==> src/rtl/pio_pkg.sv <==
`default_nettype none
// ============================================================================
//  Module   : pio_pkg
//  Purpose  : Shared constants and state encoding for the PIO bus master.
//  Revision : 1.0  initial release
// ============================================================================
package pio_pkg;

    // PIO data/address word width
    localparam int PIO_NBITS = 32;

    // Read data returned when a read is abandoned
    localparam logic [PIO_NBITS-1:0] PIO_TIMEOUT_RDATA = 32'hFFFF_FFFF;

    // Default number of clk_div strobes before a transaction is abandoned
    localparam int PIO_TIMEOUT_DIVS_DFLT = 64;

    // Master FSM states
    typedef enum logic [2:0] {
        ST_IDLE  = 3'd0,
        ST_REQ   = 3'd1,
        ST_WAIT  = 3'd2,
        ST_RSP   = 3'd3,
        ST_DRAIN = 3'd4
    } pio_state_e;

endpackage : pio_pkg
`default_nettype wire

==> src/rtl/pio_ack_mux.sv <==
`default_nettype none
// ============================================================================
//  Module   : pio_ack_mux
//  Purpose  : Picks the selected responder's acknowledge and read-data slice
//             out of the flat per-responder buses.
//  Revision : 1.0  initial release
// ============================================================================
module pio_ack_mux
    import pio_pkg::*;
#(
    parameter  int MS_NBITS = 2,
    localparam int N_MS     = 1 << MS_NBITS
) (
    input  logic [MS_NBITS-1:0]       sel_i,
    input  logic [N_MS-1:0]           mem_ack_i,
    input  logic [PIO_NBITS*N_MS-1:0] mem_rdata_i,
    output logic                      ack_o,
    output logic [PIO_NBITS-1:0]      rdata_o
);

    // Flat read-data bus viewed as one word per responder
    logic [PIO_NBITS-1:0] w_slice [N_MS];

    for (genvar gi = 0; gi < N_MS; gi++) begin : g_slice
        assign w_slice[gi] = mem_rdata_i[PIO_NBITS*gi +: PIO_NBITS];
    end

    assign ack_o   = mem_ack_i[sel_i];
    assign rdata_o = w_slice[sel_i];

endmodule : pio_ack_mux
`default_nettype wire

==> src/rtl/pio_master.sv <==
`default_nettype none
// ============================================================================
//  Module   : pio_master
//  Purpose  : Single-outstanding PIO bus initiator. Converts a host command
//             into one strobed register/memory access toward a one-hot
//             selected responder, waits for its acknowledge (or a clk_div
//             paced timeout) and returns the completion to the host.
//  Revision : 1.0  initial release
// ============================================================================
module pio_master
    import pio_pkg::*;
#(
    parameter  int MS_NBITS     = 2,
    parameter  int MS_LSB       = 16,
    parameter  int TIMEOUT_DIVS = PIO_TIMEOUT_DIVS_DFLT,
    localparam int N_MS         = 1 << MS_NBITS
) (
    input  logic                      clk,
    input  logic                      rstn,
    input  logic                      clk_div,
    // host command side
    input  logic                      cmd_valid,
    output logic                      cmd_ready,
    input  logic                      cmd_wr,
    input  logic [31:0]               cmd_addr,
    input  logic [31:0]               cmd_wdata,
    // host completion side
    output logic                      rsp_valid,
    input  logic                      rsp_ready,
    output logic [31:0]               rsp_rdata,
    output logic                      rsp_err,
    // PIO responder fabric
    output logic [31:0]               reg_addr,
    output logic [31:0]               reg_din,
    output logic                      reg_rd,
    output logic                      reg_wr,
    output logic [N_MS-1:0]           reg_ms,
    input  logic [N_MS-1:0]           mem_ack,
    input  logic [PIO_NBITS*N_MS-1:0] mem_rdata,
    output logic                      busy
);

    // Counter wide enough to hold TIMEOUT_DIVS itself (it saturates there)
    localparam int               CNT_W   = (TIMEOUT_DIVS < 1) ? 1 : $clog2(TIMEOUT_DIVS + 1);
    localparam logic [CNT_W-1:0] CNT_MAX = CNT_W'(TIMEOUT_DIVS);

    pio_state_e             state_q,     state_d;
    logic [31:0]            addr_q,      addr_d;
    logic [31:0]            wdata_q,     wdata_d;
    logic                   wr_q,        wr_d;
    logic [MS_NBITS-1:0]    sel_q,       sel_d;
    logic [CNT_W-1:0]       cnt_q,       cnt_d;
    logic                   timed_out_q, timed_out_d;
    logic                   rsp_valid_q, rsp_valid_d;
    logic [31:0]            rsp_rdata_q, rsp_rdata_d;
    logic                   rsp_err_q,   rsp_err_d;
    logic                   reg_rd_q,    reg_rd_d;
    logic                   reg_wr_q,    reg_wr_d;
    logic [N_MS-1:0]        reg_ms_q,    reg_ms_d;
    logic                   cmd_ready_q, cmd_ready_d;
    logic                   busy_q,      busy_d;

    logic                   w_ack_sel;
    logic [PIO_NBITS-1:0]   w_rdata_sel;
    logic                   w_expired;
    logic [CNT_W-1:0]       w_cnt_inc;

    // Only the latched responder's ack/data is ever looked at
    pio_ack_mux #(
        .MS_NBITS    (MS_NBITS)
    ) u_ack_mux (
        .sel_i       (sel_q),
        .mem_ack_i   (mem_ack),
        .mem_rdata_i (mem_rdata),
        .ack_o       (w_ack_sel),
        .rdata_o     (w_rdata_sel)
    );

    assign w_expired = (cnt_q >= CNT_MAX);
    assign w_cnt_inc = (clk_div && !w_expired) ? cnt_q + CNT_W'(1) : cnt_q;

    // Next-state and registered-output logic of the transaction FSM
    always_comb begin
        state_d     = state_q;
        addr_d      = addr_q;
        wdata_d     = wdata_q;
        wr_d        = wr_q;
        sel_d       = sel_q;
        cnt_d       = cnt_q;
        timed_out_d = timed_out_q;
        rsp_valid_d = rsp_valid_q;
        rsp_rdata_d = rsp_rdata_q;
        rsp_err_d   = rsp_err_q;
        reg_rd_d    = 1'b0;
        reg_wr_d    = 1'b0;
        reg_ms_d    = reg_ms_q;

        case (state_q)
            ST_IDLE: begin
                if (cmd_valid && cmd_ready_q) begin
                    addr_d   = cmd_addr;
                    wdata_d  = cmd_wdata;
                    wr_d     = cmd_wr;
                    sel_d    = cmd_addr[MS_LSB +: MS_NBITS];
                    reg_rd_d = ~cmd_wr;
                    reg_wr_d = cmd_wr;
                    reg_ms_d = N_MS'(1) << cmd_addr[MS_LSB +: MS_NBITS];
                    state_d  = ST_REQ;
                end
            end
            ST_REQ: begin
                cnt_d   = '0;
                state_d = ST_WAIT;
            end
            ST_WAIT: begin
                // An ack in the expiry cycle still wins
                if (w_ack_sel) begin
                    rsp_valid_d = 1'b1;
                    rsp_err_d   = 1'b0;
                    rsp_rdata_d = wr_q ? '0 : w_rdata_sel;
                    timed_out_d = 1'b0;
                    reg_ms_d    = '0;
                    state_d     = ST_RSP;
                end else if (w_expired) begin
                    rsp_valid_d = 1'b1;
                    rsp_err_d   = 1'b1;
                    rsp_rdata_d = wr_q ? '0 : PIO_TIMEOUT_RDATA;
                    timed_out_d = 1'b1;
                    reg_ms_d    = '0;
                    state_d     = ST_RSP;
                end else begin
                    cnt_d = w_cnt_inc;
                end
            end
            ST_RSP: begin
                reg_ms_d = '0;
                if (rsp_ready) begin
                    rsp_valid_d = 1'b0;
                    rsp_err_d   = 1'b0;
                    rsp_rdata_d = '0;
                    cnt_d       = '0;
                    state_d     = ST_DRAIN;
                end
            end
            ST_DRAIN: begin
                // A stuck ack must not complete the next command; after a
                // timeout the responder may never release it, so bound it.
                if (!w_ack_sel) begin
                    state_d = ST_IDLE;
                end else if (timed_out_q) begin
                    if (w_expired) begin
                        state_d = ST_IDLE;
                    end else begin
                        cnt_d = w_cnt_inc;
                    end
                end
            end
            default: begin
                state_d = ST_IDLE;
            end
        endcase

        cmd_ready_d = (state_d == ST_IDLE);
        busy_d      = (state_d != ST_IDLE);
    end

    // State and output registers, cleared asynchronously
    always_ff @(posedge clk or negedge rstn) begin
        if (!rstn) begin
            state_q     <= ST_IDLE;
            addr_q      <= '0;
            wdata_q     <= '0;
            wr_q        <= 1'b0;
            sel_q       <= '0;
            cnt_q       <= '0;
            timed_out_q <= 1'b0;
            rsp_valid_q <= 1'b0;
            rsp_rdata_q <= '0;
            rsp_err_q   <= 1'b0;
            reg_rd_q    <= 1'b0;
            reg_wr_q    <= 1'b0;
            reg_ms_q    <= '0;
            cmd_ready_q <= 1'b1;
            busy_q      <= 1'b0;
        end else begin
            state_q     <= state_d;
            addr_q      <= addr_d;
            wdata_q     <= wdata_d;
            wr_q        <= wr_d;
            sel_q       <= sel_d;
            cnt_q       <= cnt_d;
            timed_out_q <= timed_out_d;
            rsp_valid_q <= rsp_valid_d;
            rsp_rdata_q <= rsp_rdata_d;
            rsp_err_q   <= rsp_err_d;
            reg_rd_q    <= reg_rd_d;
            reg_wr_q    <= reg_wr_d;
            reg_ms_q    <= reg_ms_d;
            cmd_ready_q <= cmd_ready_d;
            busy_q      <= busy_d;
        end
    end

    assign cmd_ready = cmd_ready_q;
    assign rsp_valid = rsp_valid_q;
    assign rsp_rdata = rsp_rdata_q;
    assign rsp_err   = rsp_err_q;
    assign reg_addr  = addr_q;
    assign reg_din   = wdata_q;
    assign reg_rd    = reg_rd_q;
    assign reg_wr    = reg_wr_q;
    assign reg_ms    = reg_ms_q;
    assign busy      = busy_q;

endmodule : pio_master
`default_nettype wire

==> config.mk <==
export PLATFORM = sky130hd
export DESIGN_NAME = pio_master
export DESIGN_NICKNAME = d
export VERILOG_FILES = /design/src/rtl/pio_pkg.sv /design/src/rtl/pio_ack_mux.sv /design/src/rtl/pio_master.sv
export SDC_FILE = /design/constraint.sdc
export NUM_CORES = 1
export LEC_CHECK = 0
export ABC_AREA = 0
export BUFFER_PORTS_ARGS = -buffer_cell sky130_fd_sc_hd__buf_2
export CORE_MARGIN = 2
export CORE_UTILIZATION = 40
export CTS_CLUSTER_DIAMETER = 50
export DETAILED_ROUTE_END_ITERATION = 10
export PLACE_DENSITY = 0.88
export SLEW_MARGIN = 10
export SYNTH_ARGS = -nofsm -noshare
export SYNTH_HDL_FRONTEND = slang
export SYNTH_SLANG_ARGS = --single-unit
==> constraint.sdc <==
create_clock -name clk -period 1.92 [get_ports clk]
set_input_delay 0.192 -clock clk [delete_from_list [all_inputs] [get_ports clk]]
set_output_delay 0.192 -clock clk [all_outputs]
set_load 0.02 [all_outputs]
==> Yosys cells after proc, flatten, opt, wreduce, memory -nomap -nowiden <==
Index checks and enable logic that the tools add are counted.
{ "totals": {"register_bits": 120, "input_bits": 202} }
{ "classes": {"add_sub_neg": 1, "n_lt_le_gt_ge": 3, "eq_ne": 10, "shifts": 1, "mux": 40, "bitwise_logic": 2, "reduce_logical": 15} }
{ "op_table": {"columns": ["cell", "n"], "rows": [
  ["32-bit two-way mux", 7],
  ["32-bit binary-select mux with 2-bit select", 1],
  ["32-bit case mux with 2 select lines", 1],
  ["7-bit two-way mux", 6],
  ["7-bit case mux with 4 select lines", 1],
  ["3-bit two-way mux", 7],
  ["3-bit case mux with 5 select lines", 1],
  ["4-bit two-way mux", 3],
  ["4-bit case mux with 3 select lines", 1],
  ["2-bit inequality test, second input constant", 5],
  ["1-bit two-way mux", 9],
  ["7-bit by 1-bit adder with 7-bit output, second input constant", 1],
  ["7-bit >= comparator, second input constant", 1],
  ["3-bit by 2-bit equality test with 1-bit output, second input constant", 2],
  ["3-bit zero test", 2],
  ["3-bit AND reduction", 2],
  ["3-bit nonzero test", 2],
  ["5-bit AND reduction", 1],
  ["1-bit case mux with 2 select lines", 2],
  ["2-bit AND reduction", 2],
  ["2-bit nonzero test", 2],
  ["4-bit nonzero test", 1],
  ["1-bit by 2-bit << shifter with 4-bit output, first input constant", 1],
  ["3-bit by 1-bit equality test with 1-bit output, second input constant", 1],
  ["9 further kinds", 10]
]} }

==> Longest topological paths before layout <==
Gate-level depths: netlist of the first run.
{ "logic_depth": {"ltp_word": 8, "depth_mapped": 8, "ltp_nobuf": 5} }

==> Hierarchy <==
A second synthesis of the first run with hierarchy kept.
{ "hier_totals": {"hier_cells": 431, "area_unflattened_um2": 5662.9} }
{ "modules_own_cells": {"columns": ["mod", "n_inst", "cells_per_inst", "area_per_inst_um2", "seq_area_each_um2"], "rows": [
  ["pio_master", 1, 390, 4818.4, 2954.1],
  ["pio_ack_mux", 1, 41, 844.6, 0.0]
]} }

==> Least setup slack after synthesis of the first run <==
Ideal clock, no wire load.
{ "synth_path": {"path_type": "flip-flop to flip-flop", "start": "register reg_addr[16] (netlist name)", "end": "register busy_q (netlist: busy)", "setup_ps": 131, "arrival_time_ps": 2005, "required_ps": 1789, "slack_ps": -217, "path_stages_with_launch": 7, "n_path_buf": 1, "path_cell_list": "dfrtp_1 -> buf_6 -> mux4_2 -> or3_4 -> nand3_2 -> nand2_2 -> or3_1"} }
{ "synth_lines": {"columns": ["item", "line", "rtl"], "rows": [
  ["end signal: assignment", "pio_master.sv:200", "busy_q <= busy_d;"],
  ["end: declaration", "pio_master.sv:61", "logic busy_q, busy_d;"]
]} }

==> results of run 1 <==
-- registers in the layout, indices dropped and copies added (netlist names), 3 cells and up --
signal and cells:
rsp_rdata 32, reg_ms 4, cnt_q 7, reg_addr 32, state_q 3, reg_din 32
-- synth_stat cells, types with 3 or more instances --
master / number
clkbuf_2: 3
dfrtp_1: 117
nand2_1: 231
a21o_1: 4
nor2_1: 38
o21ai_0: 32
mux4_2: 33
a21oi_1: 8
or3_1: 3
nand2b_1: 5
buf_1: 6
buf_2: 10
clkbuf_1: 15
nand3_1: 5
and3_1: 3
nor3_1: 4
o21ai_1: 7
-- power by group through the flow --
| stage | sequential, W | combinational [W] | clock [W] |
|---|---|---|---|
| floorplan | 0.00520 | 0.00279 | 0 |
| global placement | 0.00407 | 0.00589 | 0 |
| detailed placement | 0.00409 | 0.00606 | 0 |
| CTS | 0.00410 | 0.00625 | 0.00333 |
| global route | 0.00424 | 0.00710 | 0.00345 |
| finish | 0.00414 | 0.00656 | 0.00328 |
-- critical path: stages, from the launching register on --
cell	delay [ps]
dfrtp_2	370
mux4_2	600
or3_4	390
nand3_2	90
nand2_2	50
or3_1	310
-- placed cells by master (no fill, tap or decap), types with 3 or more instances in the layout --
cell and n:
or3_1 3, clkbuf_16 19, o21ai_0 22, dlygate4sd3_1 63, nand3_1 5, dfrtp_1 115
nand2_1 230, nor2_1 36, a21o_1 4, buf_2 306, buf_12 8, buf_4 20
a21oi_1 7, nand2b_1 5, clkinv_4 4, o21ai_1 16, and3_1 3, clkinvlp_4 3
bufinv_16 3, nor3_1 4, mux4_2 33
-- layer usage --
layer	track usage	vias to the layer above	wire length, µm
met5	0	-	0
met4	0.124	0	686
met3	0.0752	50	1800
met2	0.457	322	10200
met1	0.298	2785	7050
li1	-	2629	-
-- kinds of logic (layout without fill, tap and decap cells) --
| group | Yosys count | in the layout | share of synthesized area |
|---|---|---|---|
| adder cells (fa/ha/maj) | 1 | 1 | 0.00228 |
| other | 0 | 2 | 0 |
| AND/OR/NAND/NOR | 302 | 302 | 0.223 |
| multiplexers | 36 | 36 | 0.141 |
| AO/OA/AOI/OAI | 62 | 62 | 0.0659 |
| buffers and inverters | 37 | 434 | 0.0296 |
| flip-flops | 118 | 118 | 0.538 |
-- path summary, 6_finish.rpt --
| kind | endpoint | cells past startpoint |
|---|---|---|
| max | busy | 5 |
| min | reg_din[21] | 3 |
| max reg2reg | busy | 5 |
| min reg2reg | reg_din[31] | 2 |
| max in group asynchronous | reg_addr[16] | 3 |
| min in group asynchronous | reg_din[28] | 2 |
-- metrics by stage --
step           hold slack (ps)  TNS (ps)  instance area (µm²)  worst slack [ps]
5_1_grt                   16.9     -1070                 8760             -63.5
3_5_place_dp               157      -283                 7370              -111
6_report                  35.0     -13.2                 8760             -13.2
4_1_cts                   12.0     -18.1                 8640             -14.0
3_3_place_gp               153     -47.5                 7370             -26.4
2_1_floorplan             -104     -1820                 5520              -161
-- area by class of cell --
| cell class | count | area [µm²] | share of cell area |
|---|---|---|---|
| Antenna cell | 2 | 5.00 | 0.000571 |
| Clock buffer | 18 | 439 | 0.0501 |
| Clock inverter | 14 | 175 | 0.0200 |
| Inverter | 2 | 7.51 | 0.000857 |
| Multi-Input combinational cell | 401 | 2420 | 0.277 |
| Sequential cell | 118 | 2960 | 0.337 |
| Tap cell | 176 | 220 | 0.0251 |
| Timing Repair Buffer | 400 | 2530 | 0.289 |
-- repair_timing --
| action | in CTS | in global routing |
|---|---|---|
| cloned | 0 | 2 |
| endpoints found under the hold margin | 90 | 0 |
| buffers inserted | 3 | 4 |
| hold buffers | 63 | 0 |
| gates resized for setup | 2 | 17 |
| endpoints found under the setup margin | 7 | 64 |
| pin swaps | 4 | 5 |
==> impl_metrics.env, run 1 <==
export IMPL_initial_core_util=0.411
export IMPL_hold_start="cmd_wdata[21]"
export IMPL_seq_power_share=0.296
export IMPL_outcome="finished with violations"
export IMPL_grt_pass1_wl_mm=29.7
export IMPL_synth_top_area_share=0.533
export IMPL_drtIter0Drc=397
export IMPL_failed_checks="setup timing"
export IMPL_worst_slack_ps=-13.2
export IMPL_via_per_inst=5.12
export IMPL_grt_use_total=0.263
export IMPL_synth_avg_cell_area_um2=9.87
export IMPL_chipHeight_um=121
export IMPL_synth_seq_cells=118
export IMPL_synth_ff_type="dfrtp_1"
export IMPL_r2r_slack_ps=-10
export IMPL_maxCapViolations=0
export IMPL_numCtsBuffers=17
export IMPL_clkTransAtPathRegs_ps=60
export IMPL_synth_area_leader_cell="dfrtp_1"
export IMPL_post_route_util=0.656
export IMPL_holdCritPathClass="primary input to register"
export IMPL_routed_wl_mm=19.7
export IMPL_cts_tree="built"
export IMPL_rsz0062_at_grt="yes"
export IMPL_area_growth_pct=59.6
export IMPL_combinationalPowerShare=0.469
export IMPL_slew_headroom=0.677
export IMPL_grt_pass1_vias=5863
export IMPL_period_needed_ps=1930
export IMPL_async_reset_ff_frac=1.00
export IMPL_finalHoldViolCount=0
export IMPL_drive_above_1_share=0.443
export IMPL_seq_area_frac_synth=0.538
export IMPL_wire_per_inst_um=17.4
export IMPL_cts_max_level=4
export IMPL_nets=1143
export IMPL_io_pins=308
export IMPL_fin_worst_skew_ps=7.13
export IMPL_placedCellCount=1026
export IMPL_finalMaxSlewViolations=0
export IMPL_antenna_found_initial=2
export IMPL_required_ps=2210
export IMPL_cts_sinks=118
export IMPL_fp_row_count=42
export IMPL_max_freq_mhz=517
export IMPL_clockPowerShare=0.235
export IMPL_num_vias=5786
export IMPL_synth_cell_types=42
export IMPL_fillers=969
export IMPL_clk_insertion_delay_late_ps=410
export IMPL_synth_edff_count=0
export IMPL_p_switching_w=0.00573
export IMPL_grt_ovfl_total=0
export IMPL_end_kind="register"
export IMPL_power_density_nw_per_um2=1600
export IMPL_dieArea_um2=14700
export IMPL_clk_path_buf_depth=2
export IMPL_ir_worst_vdd_mv=0.923
export IMPL_die_w_um=121
export IMPL_cell_internal_pwr_w=0.00826
export IMPL_root_buffer="clkbuf_16"
export IMPL_switching_share=0.409
export IMPL_arrival_ps=2220
export IMPL_syn_area_um2=5490
export IMPL_tightestPinTransition_ps=485
export IMPL_layout_cells_non_filler=1131
export IMPL_dp_hpwl_mm=12.7
export IMPL_drt_pass1_iterations=5
export IMPL_setup_viol=1
export IMPL_place_congestion=0.827
export IMPL_crit_type="register to register"
export IMPL_portBuffers=307
export IMPL_total_power_w=0.0140
export IMPL_synthTopCellsByArea="dfrtp_1 53%, nand2_1 16%, mux4_2 14%"
export IMPL_start_kind="register"
export IMPL_setup_worst_path_start="reg_addr[16]"
export IMPL_fin_crit_sh=1.01
export IMPL_worstPathMaxFanout=7
export IMPL_drc=0
export IMPL_postSynthNetCount=759
export IMPL_grt_max_degree=56
export IMPL_core_um2=13300
export IMPL_leakage_nw=4.65
export IMPL_synth_warnings=0
export IMPL_antenna_left=0
export IMPL_synth_cells=556
export IMPL_r2r_start="reg_addr[16]"
(Power assumes the default switching activity.)
==> run 2, diff against run 1 <==
==> constraint.sdc (replaced) <==
create_clock -name clk -period 1.92 [get_ports clk]
set_input_delay 0.288 -clock clk [delete_from_list [all_inputs] [get_ports clk]]
set_output_delay 0.288 -clock clk [all_outputs]
set_load 0.02 [all_outputs]
==> run 2 against run 1 <==
Net effect:
- the run still ends with setup timing left
- highest routed layer unchanged
- setup slack worse by 14 ps
- non-clock buffer count fell by 65
- register-to-register slack is essentially flat
- global-route usage is 3.8 points lower
- maximum frequency decreased by 0.70%
- sequential power about the same
- count of clock-buffer cells in the layout decreased by 1
==> impl_metrics.env, run 2 (same netlist as run 1, synthesis figures left out) <==
export IMPL_outcome="finished with violations"
export IMPL_failed_checks="setup timing"
export IMPL_drive_above_1_share=0.474
export IMPL_holdCritPathClass="primary input to register"
export IMPL_slew_headroom=0.683
export IMPL_routed_wl_mm=16.6
export IMPL_clkTransAtPathRegs_ps=60
export IMPL_fillers=1107
export IMPL_root_buffer="clkbuf_16"
export IMPL_worst_slack_ps=-26.8
export IMPL_wire_per_inst_um=15.5
export IMPL_seqCellArea_um2=2960
export IMPL_crit_family="simple AND/OR/NAND/NOR gates"
export IMPL_end_kind="register"
export IMPL_drt_pass1_iterations=4
export IMPL_ir_worst_vdd_mv=0.860
export IMPL_cts_sinks=118
export IMPL_period_needed_ps=1950
export IMPL_tightestPinTransition_ps=476
export IMPL_cts_tree="built"
export IMPL_max_freq_mhz=514
export IMPL_maxCapViolations=0
export IMPL_clk_insertion_delay_late_ps=400
export IMPL_nets=1078
export IMPL_power_density_nw_per_um2=1660
export IMPL_grt_ovfl_total=0
export IMPL_grt_max_degree=64
export IMPL_initial_core_util=0.411
export IMPL_arrival_ps=2230
export IMPL_tns_ps=-54.4
export IMPL_hold_slack_ps=44.4
export IMPL_crit_chain="mux4_2, or3_4, nand3_2, nand2_2, or3_1"
export IMPL_antenna_left=0
export IMPL_place_ws_ps=-50.5
export IMPL_grt_pass1_vias=5249
export IMPL_numCtsBuffers=17
export IMPL_placedCellCount=1028
export IMPL_crit_slowest_cell="mux4_2"
export IMPL_drtIter0Drc=295
export IMPL_clk_path_buf_depth=2
export IMPL_critPathBufInv=0
export IMPL_antenna_found_initial=3
export IMPL_finalHoldViolCount=0
export IMPL_stdcell_area_um2=8050
export IMPL_via_per_inst=4.97
export IMPL_worstPathMaxFanout=6
export IMPL_layout_cells_non_filler=1068
export IMPL_setup_viol=3
export IMPL_dieArea_um2=14700
export IMPL_cts_max_level=4
export IMPL_multi_input_area_um2=2420
export IMPL_num_vias=5313
export IMPL_required_ps=2200
export IMPL_fp_row_count=42
export IMPL_leakage_nw=4.34
export IMPL_chipHeight_um=121
export IMPL_layout_common_cells="306 x buf_2, 230 x nand2_1, 114 x dfrtp_1, 36 x nor2_1, 33 x mux4_2"
export IMPL_finalMaxSlewViolations=0
export IMPL_die_w_um=121
export IMPL_dpl_cell_area_um2=7370
export IMPL_dp_hpwl_mm=12.4
export IMPL_crit_type="register to register"
export IMPL_place_congestion=0.884
export IMPL_grt_use_total=0.225
export IMPL_core_um2=13300
export IMPL_cp_slowest_stage_delay_ps=590
export IMPL_area_growth_pct=46.7
export IMPL_start_kind="register"
export IMPL_grt_pass1_wl_mm=25.4
export IMPL_io_pins=308
export IMPL_drc=0
export IMPL_portBuffers=307
export IMPL_rsz0062_at_grt="yes"
export IMPL_final_common_cell="buf_2"
export IMPL_fin_crit_sh=1.01
export IMPL_fin_worst_skew_ps=4.48
[run 2: what timing repair did]
| item | 4_1_cts | 5_1_grt |
|---|---|---|
| hold buffers | 1 | 0 |
| endpoints found under the hold margin | 18 | 0 |
| gates resized for setup | 2 | 12 |
| buffers inserted | 0 | 3 |
| endpoints found under the setup margin | 9 | 101 |
| pin swaps | 2 | 3 |
[run 2: layer usage]
layer	GRT usage	vias up	share of wire
met5	0	-	0
met4	0.103	0	0.028
met3	0.0569	35	0.087
met2	0.388	253	0.50
met1	0.263	2524	0.38
li1	-	2501	-
[run 2: per-stage QoR]
| step | power, W | util |
|---|---|---|
| 6_report | 0.0134 | 0.603 |
| 3_3_place_gp | 0.00997 | 0.552 |
| 2_1_floorplan | 0.00799 | - |
| 3_5_place_dp | 0.0102 | 0.552 |
| 5_1_grt | 0.0142 | 0.603 |
| 4_1_cts | 0.0133 | 0.597 |
[run 2: report_power, final]
group,leakage [nW],switching (W),internal [W]
combinational,2.57,0.00368,0.00250
sequential,1.50,0.000603,0.00352
clock,0.271,0.00115,0.00191
[run 2: path summary, 6_finish.rpt]
path	start	endpoint	slack [ps]	cells after the start
max	reg_addr[16]	busy	-30	5
min in group asynchronous	rstn	reg_addr[14]	310	2
max reg2reg	reg_addr[16]	busy	-30	5
max in group asynchronous	rstn	rsp_rdata[20]	1000	3
min	cmd_wr	reg_rd	40	2
min reg2reg	reg_addr[11]	reg_addr[11]	470	2
[run 2: cell type report]
type                       instances  share of cell area
inverter                           2            0.000933
antenna                            4             0.00124
tap                              176              0.0274
clock inverter                    15              0.0194
timing repair buffer             335               0.230
multi-input combinational        401               0.301
clock buffer                      17              0.0528
sequential                       118               0.367
[run 2: worst register-to-register path: cells and delay by family (launching register included)]
| kind | cells | cell delay (ps) |
|---|---|---|
| AND/OR/NAND/NOR | 4 | 860 |
| flip-flops | 1 | 370 |
| multiplexers | 1 | 590 |
==> run 3, diff against run 2 <==
- BUFFER_PORTS_ARGS: -buffer_cell sky130_fd_sc_hd__buf_2 -> -buffer_cell sky130_fd_sc_hd__clkbuf_2
- HOLD_SLACK_MARGIN: unset -> 0.12
==> run 3 against run 2 <==
Net effect:
- the flow still finishes with violations (setup timing)
- critical endpoint is now rsp_rdata[21]
- die area unchanged
- worst hold slack improved by 100 ps
- via count up 9.0%
- routed wire length up 20%
- global-route usage grew 3.5 points
- register-to-register slack lost 20 ps
- largest power group unchanged
- highest routed layer unchanged
==> impl_metrics.env, run 3 (same netlist as run 1, synthesis figures left out) <==
export IMPL_final_common_cell="clkbuf_2"
export IMPL_grt_use_total=0.260
export IMPL_crit_family="simple AND/OR/NAND/NOR gates"
export IMPL_antenna_left=0
export IMPL_fin_crit_sh=1.03
export IMPL_min_to="reg_ms[0]"
export IMPL_dieArea_um2=14700
export IMPL_end_kind="register"
export IMPL_max_freq_mhz=508
export IMPL_antenna_found_initial=2
export IMPL_crit_type="register to register"
export IMPL_place_ws_ps=-137
export IMPL_critPathBufInv=1
export IMPL_cts_sinks=118
export IMPL_grt_pass1_vias=5932
export IMPL_fp_row_count=42
export IMPL_failed_checks="setup timing"
export IMPL_drtIter0Drc=282
export IMPL_setup_viol=21
export IMPL_drt_pass1_iterations=4
export IMPL_numCtsBuffers=17
export IMPL_start_kind="register"
export IMPL_holdCritPathClass="primary input to register"
export IMPL_period_needed_ps=1970
export IMPL_power_density_nw_per_um2=1660
export IMPL_finalMaxSlewViolations=0
export IMPL_clk_path_buf_depth=2
export IMPL_drive_above_1_share=0.476
export IMPL_required_ps=2250
export IMPL_crit_chain="mux4_2, or3_4, nand3_4, clkbuf_16, nand2_1, o21ai_1"
export IMPL_outcome="finished with violations"
export IMPL_post_route_util=0.676
export IMPL_fin_worst_skew_ps=6.30
export IMPL_cts_max_level=4
export IMPL_portBuffers=307
export IMPL_leakage_nw=4.78
export IMPL_worstPathMaxFanout=8
export IMPL_die_w_um=121
export IMPL_reg2reg_depth=6
export IMPL_seqCellArea_um2=2960
export IMPL_chipHeight_um=121
export IMPL_clk_insertion_delay_late_ps=410
export IMPL_area_growth_pct=64.3
export IMPL_arrival_ps=2300
export IMPL_routed_wl_mm=19.9
export IMPL_io_pins=308
export IMPL_worst_slack_ps=-49.4
export IMPL_dp_hpwl_mm=12.7
export IMPL_drc=0
export IMPL_r2r_start="reg_addr[16]"
export IMPL_r2r_slack_ps=-50
export IMPL_slew_headroom=0.553
export IMPL_tightestPinTransition_ps=670
export IMPL_fillers=951
export IMPL_hold_slack_ps=148
export IMPL_crit_slowest_cell="mux4_2"
export IMPL_whs_path_depth=2
export IMPL_setup_worst_path_start="reg_addr[16]"
export IMPL_num_vias=5791
export IMPL_wire_per_inst_um=17.5
export IMPL_layout_common_cells="306 x clkbuf_2, 214 x nand2_1, 115 x dfrtp_1, 64 x dlygate4sd3_1, 36 x nor2_1"
export IMPL_multi_input_area_um2=2580
export IMPL_core_um2=13300
export IMPL_root_buffer="clkbuf_16"
export IMPL_ir_worst_vdd_mv=0.881
export IMPL_cp_slowest_stage_delay_ps=600
export IMPL_grt_ovfl_total=0
export IMPL_maxCapViolations=0
export IMPL_hold_start="cmd_addr[16]"
export IMPL_via_per_inst=5.12
export IMPL_clkTransAtPathRegs_ps=60
export IMPL_nets=1144
export IMPL_r2r_end="rsp_rdata[21]"
export IMPL_rsz0062_at_grt="yes"
export IMPL_grt_pass1_wl_mm=29.2
export IMPL_finalHoldViolCount=0
export IMPL_cts_tree="built"
export IMPL_grt_max_degree=64
export IMPL_place_congestion=0.860
export IMPL_initial_core_util=0.411
## run 3: cell type report
cell class,instances,area share
Clock buffer,18,0.0487
Multi-Input combinational cell,401,0.286
Sequential cell,118,0.328
Timing Repair Buffer,401,0.287
Tap cell,176,0.0244
Antenna cell,2,0.000555
Clock inverter,14,0.0248
Inverter,2,0.000833
## run 3: metal layers
layer	share of wire	global-route usage	routed length [µm]	vias up
met5	0	0	0	-
li1	-	-	-	2644
met1	0.35	0.286	7040	2771
met4	0.048	0.139	959	0
met2	0.52	0.459	10300	309
met3	0.080	0.0686	1590	67
## run 3: metrics by stage
step,cells,TNS [ps],power [W],instance area [µm²]
final,1132,-384,0.0149,9020
after global routing,1132,-1920,0.0157,9020
after CTS,1125,-74.4,0.0140,8730
after detailed placement,1027,-329,0.0102,7390
after global placement,1027,-21.5,0.0100,7390
after floorplan,556,-1820,0.00799,5520
## run 3: worst max path at each step
| stage | cells past startpoint | end | slack [ps] |
|---|---|---|---|
| floorplan | 6 | busy | -160 |
| CTS | 2 | reg_addr[16] | -30 |
| detailed placement | 5 | cnt_q[2] | -140 |
| global route | 2 | reg_addr[16] | -100 |
| finish | 6 | rsp_rdata[21] | -50 |
| global placement | 7 | cnt_q[0] | -20 |
## run 3: power breakdown
| group | internal, W | switching [W] | leakage (nW) |
|---|---|---|---|
| Sequential | 0.00352 | 0.000706 | 1.50 |
| Clock | 0.00235 | 0.00117 | 0.309 |
| Combinational | 0.00294 | 0.00425 | 2.97 |
| Total | 0.00881 | 0.00612 | 4.78 |
## run 3: worst register-to-register path, delay by kind of cell (launching register included)
kind / cells / cell delay [ps]
AOI/OAI and AO/OA: 1 / 70
buffers and inverters: 1 / 220
DFF: 1 / 370
muxes: 1 / 600
and+or+nand+nor: 3 / 640
## run 3: repair_timing
action	in CTS	in global routing
gates resized for setup	7	68
setup buffers	2	1
setup endpoints to repair	10	64
cloned	0	4
hold buffers	64	0
pin swaps	5	11
hold endpoints to repair	93	0
